## config.mk

```make
export PLATFORM = sky130hd
export DESIGN_NAME = trap_sequencer
export DESIGN_NICKNAME = d
export VERILOG_FILES = /design/src/rtl/trap_sequencer_pkg.sv /design/src/rtl/trap_cause_encoder.sv /design/src/rtl/trap_sequencer.sv
export SDC_FILE = /design/constraint.sdc
export NUM_CORES = 1
export LEC_CHECK = 0
export ABC_AREA = 1
export CAP_MARGIN = 40
export CORE_AREA = 2 2 210 212
export DETAILED_ROUTE_END_ITERATION = 8
export DIE_AREA = 0 0 212 214
export PLACE_DENSITY = 0.56
export SYNTH_ARGS = -nofsm -noshare
export SYNTH_HDL_FRONTEND = slang
export SYNTH_HIERARCHICAL = 1
export SYNTH_SLANG_ARGS = --single-unit
```

## constraint.sdc

```tcl
create_clock -name i_clk -period 1.8 [get_ports i_clk]
set_input_delay 0.27 -clock i_clk [delete_from_list [all_inputs] [get_ports i_clk]]
set_output_delay 0.27 -clock i_clk [all_outputs]
set_load 0.02 [all_outputs]
```

## src/rtl/trap_sequencer_pkg.sv

```systemverilog
// Shared constants and FSM state type for the trap entry/return sequencer.
// Holds CSR addresses, mstatus field positions, exception and privilege codes.
package trap_sequencer_pkg;

  localparam logic [1:0] XLEN_32B = 2'd1;
  localparam logic [1:0] XLEN_64B = 2'd2;

  // Exception codes follow the mcause numbering; NO_E marks an empty slot.
  localparam logic [3:0] NO_E                    = 4'hF;
  localparam logic [3:0] E_FETCH_ADDR_MISALIGNED = 4'd0;
  localparam logic [3:0] E_FETCH_ACCESS_FAULT    = 4'd1;
  localparam logic [3:0] E_ILLEGAL_INSTR         = 4'd2;
  localparam logic [3:0] E_BREAKPOINT            = 4'd3;
  localparam logic [3:0] E_LOAD_ADDR_MISALIGNED  = 4'd4;
  localparam logic [3:0] E_LOAD_ACCESS_FAULT     = 4'd5;
  localparam logic [3:0] E_STORE_ADDR_MISALIGNED = 4'd6;
  localparam logic [3:0] E_STORE_ACCESS_FAULT    = 4'd7;
  localparam logic [3:0] E_ECALL                 = 4'd8;

  localparam logic [3:0] ECALL_CAUSE_BASE = 4'd8;

  localparam logic [11:0] CSR_MSTATUS = 12'h300;
  localparam logic [11:0] CSR_MEPC    = 12'h341;
  localparam logic [11:0] CSR_MCAUSE  = 12'h342;
  localparam logic [11:0] CSR_MTVAL   = 12'h343;

  localparam int MSTATUS_MIE    = 3;
  localparam int MSTATUS_MPIE   = 7;
  localparam int MSTATUS_MPP_LO = 11;
  localparam int MSTATUS_MPP_HI = 12;

  localparam logic [1:0] USER       = 2'b00;
  localparam logic [1:0] SUPERVISOR = 2'b01;
  localparam logic [1:0] MACHINE    = 2'b11;

  typedef enum logic [2:0] {
    IDLE,
    SAVE_EPC,
    SAVE_CAUSE,
    SAVE_TVAL,
    SAVE_STATUS,
    REDIRECT,
    MRET_STATUS,
    MRET_REDIRECT
  } trap_state_e;

endpackage

```

## src/rtl/trap_cause_encoder.sv

```systemverilog
// Combinational priority select between E-stage trap, MRET and F-stage trap,
// plus the pc/cause/tval values the sequencer captures for the winner.
module trap_cause_encoder
  import trap_sequencer_pkg::*;
#(
  parameter int W = 64
) (
  input  logic [3:0]   exception_code_f,
  input  logic [W-1:0] pc_f,
  input  logic [3:0]   exception_code_e,
  input  logic [W-1:0] pc_e,
  input  logic [W-1:0] alu_out_e,
  input  logic         mret_e,
  input  logic [1:0]   current_privilege,
  output logic         take_trap,
  output logic         take_mret,
  output logic [W-1:0] sel_pc,
  output logic [3:0]   sel_cause,
  output logic [W-1:0] sel_tval
);

  logic       e_valid;
  logic       f_valid;
  logic [3:0] sel_code;

  always_comb begin
    e_valid   = (exception_code_e != NO_E);
    f_valid   = (exception_code_f != NO_E);
    take_trap = e_valid | (~mret_e & f_valid);
    take_mret = ~e_valid & mret_e;
    sel_code  = e_valid ? exception_code_e : exception_code_f;
    sel_pc    = e_valid ? pc_e : pc_f;

    // ECALL reports the originating privilege in the cause number.
    if (sel_code == E_ECALL)
      sel_cause = ECALL_CAUSE_BASE + {2'b00, current_privilege};
    else
      sel_cause = sel_code;

    case (sel_code)
      E_LOAD_ADDR_MISALIGNED, E_LOAD_ACCESS_FAULT,
      E_STORE_ADDR_MISALIGNED, E_STORE_ACCESS_FAULT: sel_tval = alu_out_e;
      E_FETCH_ADDR_MISALIGNED:                       sel_tval = pc_f;
      default:                                       sel_tval = '0;
    endcase
  end

endmodule

```

## src/rtl/trap_sequencer.sv

```systemverilog
// Trap entry / MRET sequencer: captures the winning event in IDLE, then walks
// the CSR writes one per cycle and finishes with a PC redirect and privilege change.
module trap_sequencer
  import trap_sequencer_pkg::*;
#(
  parameter  logic [1:0] XLEN = XLEN_64B,
  localparam int         W    = 1 << (int'(XLEN) + 4)
) (
  input  logic         i_clk,
  input  logic         i_rst_n,
  input  logic [3:0]   i_exception_code_f,
  input  logic [W-1:0] i_pc_f,
  input  logic [3:0]   i_exception_code_e,
  input  logic [W-1:0] i_pc_e,
  input  logic [W-1:0] i_alu_out_e,
  input  logic         i_mret_e,
  input  logic [1:0]   i_current_privilege,
  input  logic [W-1:0] i_mtvec,
  input  logic [W-1:0] i_mepc,
  input  logic [W-1:0] i_mstatus,
  output logic         o_flush,
  output logic         o_stall_f,
  output logic         o_csr_we,
  output logic [11:0]  o_csr_addr,
  output logic [W-1:0] o_csr_wdata,
  output logic         o_pc_redirect_valid,
  output logic [W-1:0] o_pc_redirect,
  output logic         o_priv_we,
  output logic [1:0]   o_new_privilege,
  output logic         o_busy
);

  trap_state_e state_q, state_d;

  logic         take_trap, take_mret;
  logic [W-1:0] sel_pc, sel_tval;
  logic [3:0]   sel_cause;

  logic [W-1:0] pc_q, tval_q;
  logic [3:0]   cause_q;
  logic [1:0]   prev_priv_q, mpp_q;
  logic [W-1:0] status_trap, status_mret;
  logic         accept;

  logic unused_mtvec_lsb;
  assign unused_mtvec_lsb = ^i_mtvec[1:0];

  trap_cause_encoder #(.W(W)) u_enc (
    .exception_code_f  (i_exception_code_f),
    .pc_f              (i_pc_f),
    .exception_code_e  (i_exception_code_e),
    .pc_e              (i_pc_e),
    .alu_out_e         (i_alu_out_e),
    .mret_e            (i_mret_e),
    .current_privilege (i_current_privilege),
    .take_trap         (take_trap),
    .take_mret         (take_mret),
    .sel_pc            (sel_pc),
    .sel_cause         (sel_cause),
    .sel_tval          (sel_tval)
  );

  // Only an IDLE sequencer out of reset accepts a new event.
  assign accept = i_rst_n & (state_q == IDLE) & (take_trap | take_mret);

  always_ff @(posedge i_clk) begin
    if (!i_rst_n) begin
      state_q     <= IDLE;
      pc_q        <= '0;
      cause_q     <= '0;
      tval_q      <= '0;
      prev_priv_q <= '0;
      mpp_q       <= '0;
    end else begin
      state_q <= state_d;
      if (accept) begin
        pc_q        <= sel_pc;
        cause_q     <= sel_cause;
        tval_q      <= sel_tval;
        prev_priv_q <= i_current_privilege;
        mpp_q       <= i_mstatus[MSTATUS_MPP_HI:MSTATUS_MPP_LO];
      end
    end
  end

  always_comb begin
    status_trap = i_mstatus;
    status_trap[MSTATUS_MPIE] = i_mstatus[MSTATUS_MIE];
    status_trap[MSTATUS_MIE]  = 1'b0;
    status_trap[MSTATUS_MPP_HI:MSTATUS_MPP_LO] = prev_priv_q;

    status_mret = i_mstatus;
    status_mret[MSTATUS_MIE]  = i_mstatus[MSTATUS_MPIE];
    status_mret[MSTATUS_MPIE] = 1'b1;
    status_mret[MSTATUS_MPP_HI:MSTATUS_MPP_LO] = USER;
  end

  always_comb begin
    state_d             = state_q;
    o_flush             = 1'b0;
    o_stall_f           = 1'b0;
    o_csr_we            = 1'b0;
    o_csr_addr          = '0;
    o_csr_wdata         = '0;
    o_pc_redirect_valid = 1'b0;
    o_pc_redirect       = '0;
    o_priv_we           = 1'b0;
    o_new_privilege     = '0;

    case (state_q)
      IDLE: begin
        if (accept) begin
          o_flush   = 1'b1;
          o_stall_f = 1'b1;
          state_d   = take_trap ? SAVE_EPC : MRET_STATUS;
        end
      end
      SAVE_EPC: begin
        o_flush = 1'b1; o_stall_f = 1'b1;
        o_csr_we = 1'b1; o_csr_addr = CSR_MEPC; o_csr_wdata = pc_q;
        state_d = SAVE_CAUSE;
      end
      SAVE_CAUSE: begin
        o_flush = 1'b1; o_stall_f = 1'b1;
        o_csr_we = 1'b1; o_csr_addr = CSR_MCAUSE; o_csr_wdata = W'(cause_q);
        state_d = SAVE_TVAL;
      end
      SAVE_TVAL: begin
        o_flush = 1'b1; o_stall_f = 1'b1;
        o_csr_we = 1'b1; o_csr_addr = CSR_MTVAL; o_csr_wdata = tval_q;
        state_d = SAVE_STATUS;
      end
      SAVE_STATUS: begin
        o_flush = 1'b1; o_stall_f = 1'b1;
        o_csr_we = 1'b1; o_csr_addr = CSR_MSTATUS; o_csr_wdata = status_trap;
        state_d = REDIRECT;
      end
      REDIRECT: begin
        o_flush = 1'b1; o_stall_f = 1'b1;
        o_pc_redirect_valid = 1'b1;
        o_pc_redirect       = {i_mtvec[W-1:2], 2'b00};
        o_priv_we           = 1'b1;
        o_new_privilege     = MACHINE;
        state_d = IDLE;
      end
      MRET_STATUS: begin
        o_flush = 1'b1; o_stall_f = 1'b1;
        o_csr_we = 1'b1; o_csr_addr = CSR_MSTATUS; o_csr_wdata = status_mret;
        state_d = MRET_REDIRECT;
      end
      MRET_REDIRECT: begin
        o_flush = 1'b1; o_stall_f = 1'b1;
        o_pc_redirect_valid = 1'b1;
        o_pc_redirect       = i_mepc;
        o_priv_we           = 1'b1;
        o_new_privilege     = mpp_q;
        state_d = IDLE;
      end
      default: state_d = IDLE;
    endcase
  end

  assign o_busy = (state_q != IDLE);

endmodule

```

---- Word level (Yosys, flattened, before mapping) ----
Cells that the tools add are included.
cells by class
  $add $sub $neg .......................... 1
  multiply operators ...................... 0
  divide/modulo/power cells ............... 0
  order comparisons ....................... 0
  eq/ne operators ......................... 15
  shift-type cells ........................ 0
  mux-type cells .......................... 15
  bitwise logic cells ..................... 8
  reduce and logical (&&, ||, !) cells .... 8
operator list
  kind                 number
  $pmux 64 s5          1
  $pmux 64 s2          2
  $mux 64              1
  $pmux 10 s4          1
  $pmux 3 s7           1
  $eq 4x3->1 const B   4
  $eq 3x3->1 const B   4
  $mux 4               2
  $ne 4x4->1 const B   2
  $reduce_or 7->1      1
  $eq 3x2->1 const B   2
  $mux 3               2
  $reduce_or 5->1      1
  $add 4x2->4 const A  1
  $and 1x1->1          4
  $eq 4x4->1 const B   1
  $logic_not 4->1      1
  $pmux 2 s2           1
  $reduce_or 2->1      2
  $reduce_or 4->1      1
  $eq 3x1->1 const B   1
  $logic_not 3->1      1
  $mux 1               3
  $reduce_bool 3->1    1
  other kinds (4)      6
word-level totals
  flip-flop bits (word level) ............. 139
  latch bits .............................. 0
  bits in writable memories ............... 0
  memory bits (read-only) ................. 0
  output and inout port bits .............. 148
  memories ................................ 0

---- Longest topological paths before layout ----
  depth after elaboration ................. 7
  gate-level depth with buffers ........... 13
  depth with buffers taken out ............ 12

---- By module ----
The synthesis kept the hierarchy.
modules (own cells, without submodules)
  module              times used  cells each  area each (um^2)  sequential area each (um^2)
  trap_sequencer      1           1662        9494.1            2782.7
  trap_cause_encoder  1           455         1859.3            0.0

---- Worst setup path before layout ----
OpenSTA, ideal clock, no wires.
  path type ............................... in2out
  start ................................... in i_exception_code_e[3]
  end ..................................... out o_stall_f
  data arrival time ....................... 1894 ps
  required time ........................... 1530 ps
  setup slack ............................. -364 ps
  stages on the path ...................... 11
  path buffers ............................ 4
  path through ............................ nand2_1 nor2_2 clkbuf_1 nand2_1 inv_1 nand2_1 nand3_1 buf_2 buf_6 nand3_1 buf_4
on the way
  elaborated cells on any way between the ends .. 8
  those cells by class .................... eq/ne (1); mux (2); bitwise (5)
RTL lines
  item           RTL line                  RTL
  from (decl)    trap_sequencer.sv:13      input logic [3:0] i_exception_code_e,
  $ne 4x4->1     trap_cause_encoder.sv:27  e_valid = (exception_code_e != NO_E);
  $or 1x1->1     trap_cause_encoder.sv:29  take_trap = e_valid | (~mret_e & f_valid);
  via take_trap  trap_sequencer.sv:35      logic take_trap, take_mret;
  $or 1x1->1     trap_sequencer.sv:64      assign accept = i_rst_n & (state_q == IDLE) & (take_trap | take_mret);
  $and 1x1->1    trap_sequencer.sv:64
  $mux 1         -
  $pmux 1 s2     -
  to (decl)      trap_sequencer.sv:22      output logic o_stall_f,
The timed path passes the listed nets, and every way through them passes these cells.

---- Final worst setup path ----
  start ................................... reg state_q[1]
  end ..................................... out o_csr_wdata[4]
on the way
  cells in the longest elaborated chain, start to end .. 2
  elaborated cells on any way between the ends .. 6
  those cells by class .................... eq/ne (5); mux (1)
RTL lines
  item                                RTL line               RTL
  from (decl)                         trap_sequencer.sv:33   trap_state_e state_q, state_d;
  from (signal assigned)              trap_sequencer.sv:75   state_q <= state_d;
  $eq 3x3->1 (tied with other cells)  trap_sequencer.sv:110  case (state_q)
  $pmux 64 s5 (*)                     trap_sequencer.sv:110
  to (decl)                           trap_sequencer.sv:25   output logic [W-1:0] o_csr_wdata,
Every way passes the cells marked *; elsewhere a longest branch is shown, timed or not.

==> reports/results.ini <==
[floorplanning]
io_pins = 545
rows = 76
coreArea_um2 = 42890
die_height_um = 214
dieArea_um2 = 45370
die_w_um = 212
start_util_pct = 26.47

[clock_tree]
clk_latency_ns = 0.42
cts_sinks = 139
cts_root_buf = clkbuf_16
cts-htree-levels = 4
cts_buffers = 17
cts_buffer_depth = 2
tritoncts = built
clk_pin_slew_ns = 0.07
post_cts_hold_buffer_count = 0

[timing]
worst_pin_slew_ns = 0.7878
final.min_clock_period_ns = 2.178
finalSetupViolCount = 139
rsz0062_at_grt = true
relSlewSlack_pct = 47.48
whs_ns = 0.3988
tns_ns = -34.18
final_hold_viol_count = 0
fmax_mhz = 459.2
finalClockSkew_ns = 0.007632
finalCritPeriodShare_pct = 121.0
setup_ws_ns = -0.3777
slew_viol_final = 0

[synthesis]
avgSynthCellArea_um2 = 5.363
synthAdderAreaFrac_pct = 0
ys_seq_elements = 139
synth_top_family_by_area = simple AND/OR/NAND/NOR gates
syn_area_um2 = 11350
synth_mux_area_share_pct = 0
synthXorXnorAreaFrac_pct = 0
syn_inst = 2117
yosysSeqAreaShare_pct = 24.51
ys_warn_count = 6
synth_compound_area_share_pct = 7.318
yosys.area_share.simple_pct = 44.00
ys_types = 25

[worst_setup_path]
cp-start-kind = flip-flop
critical_path_required_ns = 1.53
cp-end-kind = output port
slowest_stage = dfxtp_4
critPathKind = reg2out
crit_chain = buf_6 > nor2_8 > nand2_4 > buf_6 > buf_6 > buf_8 > o211ai_1 > clkbuf_16
crit_top_cell = buf_6
max_stage_delay_ns = 0.37
arrival_ns = 1.91
worst-path-max-fanout = 4

[route]
wl_per_cell_um = 17.61
drc = 0
num_vias = 14511
drtAntennaViolNets = 0
finalWirelength_um = 57330
drt_iter0_drc = 807
dr.pass1.iters = 5
routed_via_density = 4.457

[place]
hpwl_um = 40960
portBuffers = 535
gp_congestion = 0.9563
placed_area_um2 = 17760

[final_layout]
final_common_cell = nand2_1
layout_common_cells = nand2_1 (733), inv_1 (487), clkdlybuf4s50_1 (385)
syn_to_final_growth_pct = 76.36
fin_nets = 3054
fillCellCount = 4504
stdcell_area_um2 = 20020
postLayoutCoreUtil_pct = 46.69
drive_gt1_share_pct = 16.97

[power_and_ir_drop]
leakage_nw = 9.981
peakVddDrop_uv = 590.2
power.total_w = 0.01223
cellPowerDensity_nw_per_um2 = 610.8

[outcome]
status = complete, but fails checks
violations = negative setup slack

[grt]
groute.usage.overall_pct = 23.90
grt_pass1_wl_um = 84060
grt_max_degree = 138
first_global_vias = 14148
antenna_found_initial = 4
grt-ovfl-total = 0

[hold_path]
hold_class = in2reg

[job]
max_cap_violations = 0

stage by stage:
| step | instances | setup slack (ns) |
|---|---|---|
| after floorplan | 2123 | 0.0007254 |
| after global placement | 3179 | -0.7092 |
| after detailed placement | 3179 | -0.6912 |
| after CTS | 3224 | -0.4362 |
| after global routing | 3255 | -0.4488 |
| final | 3256 | -0.3777 |
critical path: cells and delay by family, from the launching register on:
family	cells	cell delay [ns]
AOI/OAI and AO/OA	1	0.28
buffers and inverters	5	0.71
DFF	1	0.37
and+or+nand+nor	2	0.15
timing repair:
action                     in CTS  in global routing
setup endpoints to repair     278                279
buffers inserted                8                 27
gates cloned                    5                  7
resized for setup             683                263
pin swaps                       4                 19
metal layers:
metal  vias up  global-route usage (%)  share of wire (%)
met3        41                   4.486                6.1
met4         6                   3.404               0.98
met5         -                       0              0.082
li1       7410                       -                  -
met2       421                   39.84                 47
met1      6633                   32.57                 46
logic make-up (layout without fill, tap and decap cells):
logic type             Yosys count  count (layout)
other                            1               8
AO/OA/AOI/OAI                  135             135
flip-flops                     139             139
buffers and inverters          658            1205
AND/OR/NAND/NOR               1184            1184
area by class of cell:
| class | count | area (µm²) | share of cell area [%] |
|---|---|---|---|
| Antenna cell | 1 | 2.502 | 0.01250 |
| Clock inverter | 14 | 256.5 | 1.281 |
| Sequential cell | 139 | 2794 | 13.95 |
| Timing Repair Buffer | 673 | 7153 | 35.72 |
| Tap cell | 585 | 732.0 | 3.656 |
| Multi-Input combinational cell | 1326 | 6746 | 33.69 |
| Clock buffer | 18 | 439.2 | 2.193 |
| Inverter | 500 | 1899 | 9.486 |
registers in the layout, indices dropped and copies added, names as in the netlist:
register,cells
mpp_q,2
tval_q,64
prev_priv_q,2
cause_q,4
pc_q,64
state_q,3
synth_stat cells:
| library cell | instances | share of area, % |
|---|---|---|
| dfxtp_1 | 139 | 25 |
| nor2_8 | 1 | 0.18 |
| nor2_2 | 3 | 0.17 |
| a21oi_1 | 5 | 0.22 |
| nor2_4 | 2 | 0.20 |
| buf_2 | 79 | 3.5 |
| buf_4 | 19 | 1.3 |
| buf_1 | 7 | 0.23 |
| o21ai_1 | 2 | 0.088 |
| conb_1 | 1 | 0.033 |
| o21ai_0 | 66 | 2.9 |
| buf_6 | 13 | 1.3 |
| nand2_1 | 756 | 25 |
| o21bai_1 | 1 | 0.066 |
| inv_2 | 4 | 0.13 |
| inv_4 | 1 | 0.055 |
| nand3_1 | 133 | 5.9 |
| nand4_1 | 137 | 7.5 |
| nor2_1 | 150 | 5.0 |
| inv_1 | 495 | 16 |
| nor3_1 | 1 | 0.044 |
| o211ai_1 | 60 | 4.0 |
| clkbuf_1 | 40 | 1.3 |
| nand2_2 | 1 | 0.055 |
| a21boi_0 | 1 | 0.066 |
report_power, final:
group          internal, W  leakage (nW)  switching, W  total, W
Clock              0.00268         0.337       0.00150   0.00418
Combinational      0.00215          8.50       0.00237   0.00453
Sequential         0.00339          1.15      0.000136   0.00352
Total              0.00822          9.98       0.00401    0.0122
final timing paths:
| kind | slack [ns] | cells after the start | start | endpoint |
|---|---|---|---|---|
| setup / recovery | -0.38 | 8 | state_q[1] | o_csr_wdata[4] |
| hold / removal | 0.40 | 4 | i_rst_n | pc_q[34] |
| setup reg to reg | 0.12 | 9 | state_q[1] | pc_q[59] |
| hold reg to reg | 0.51 | 4 | tval_q[50] | tval_q[50] |
Power figures use the tool's default switching activity.
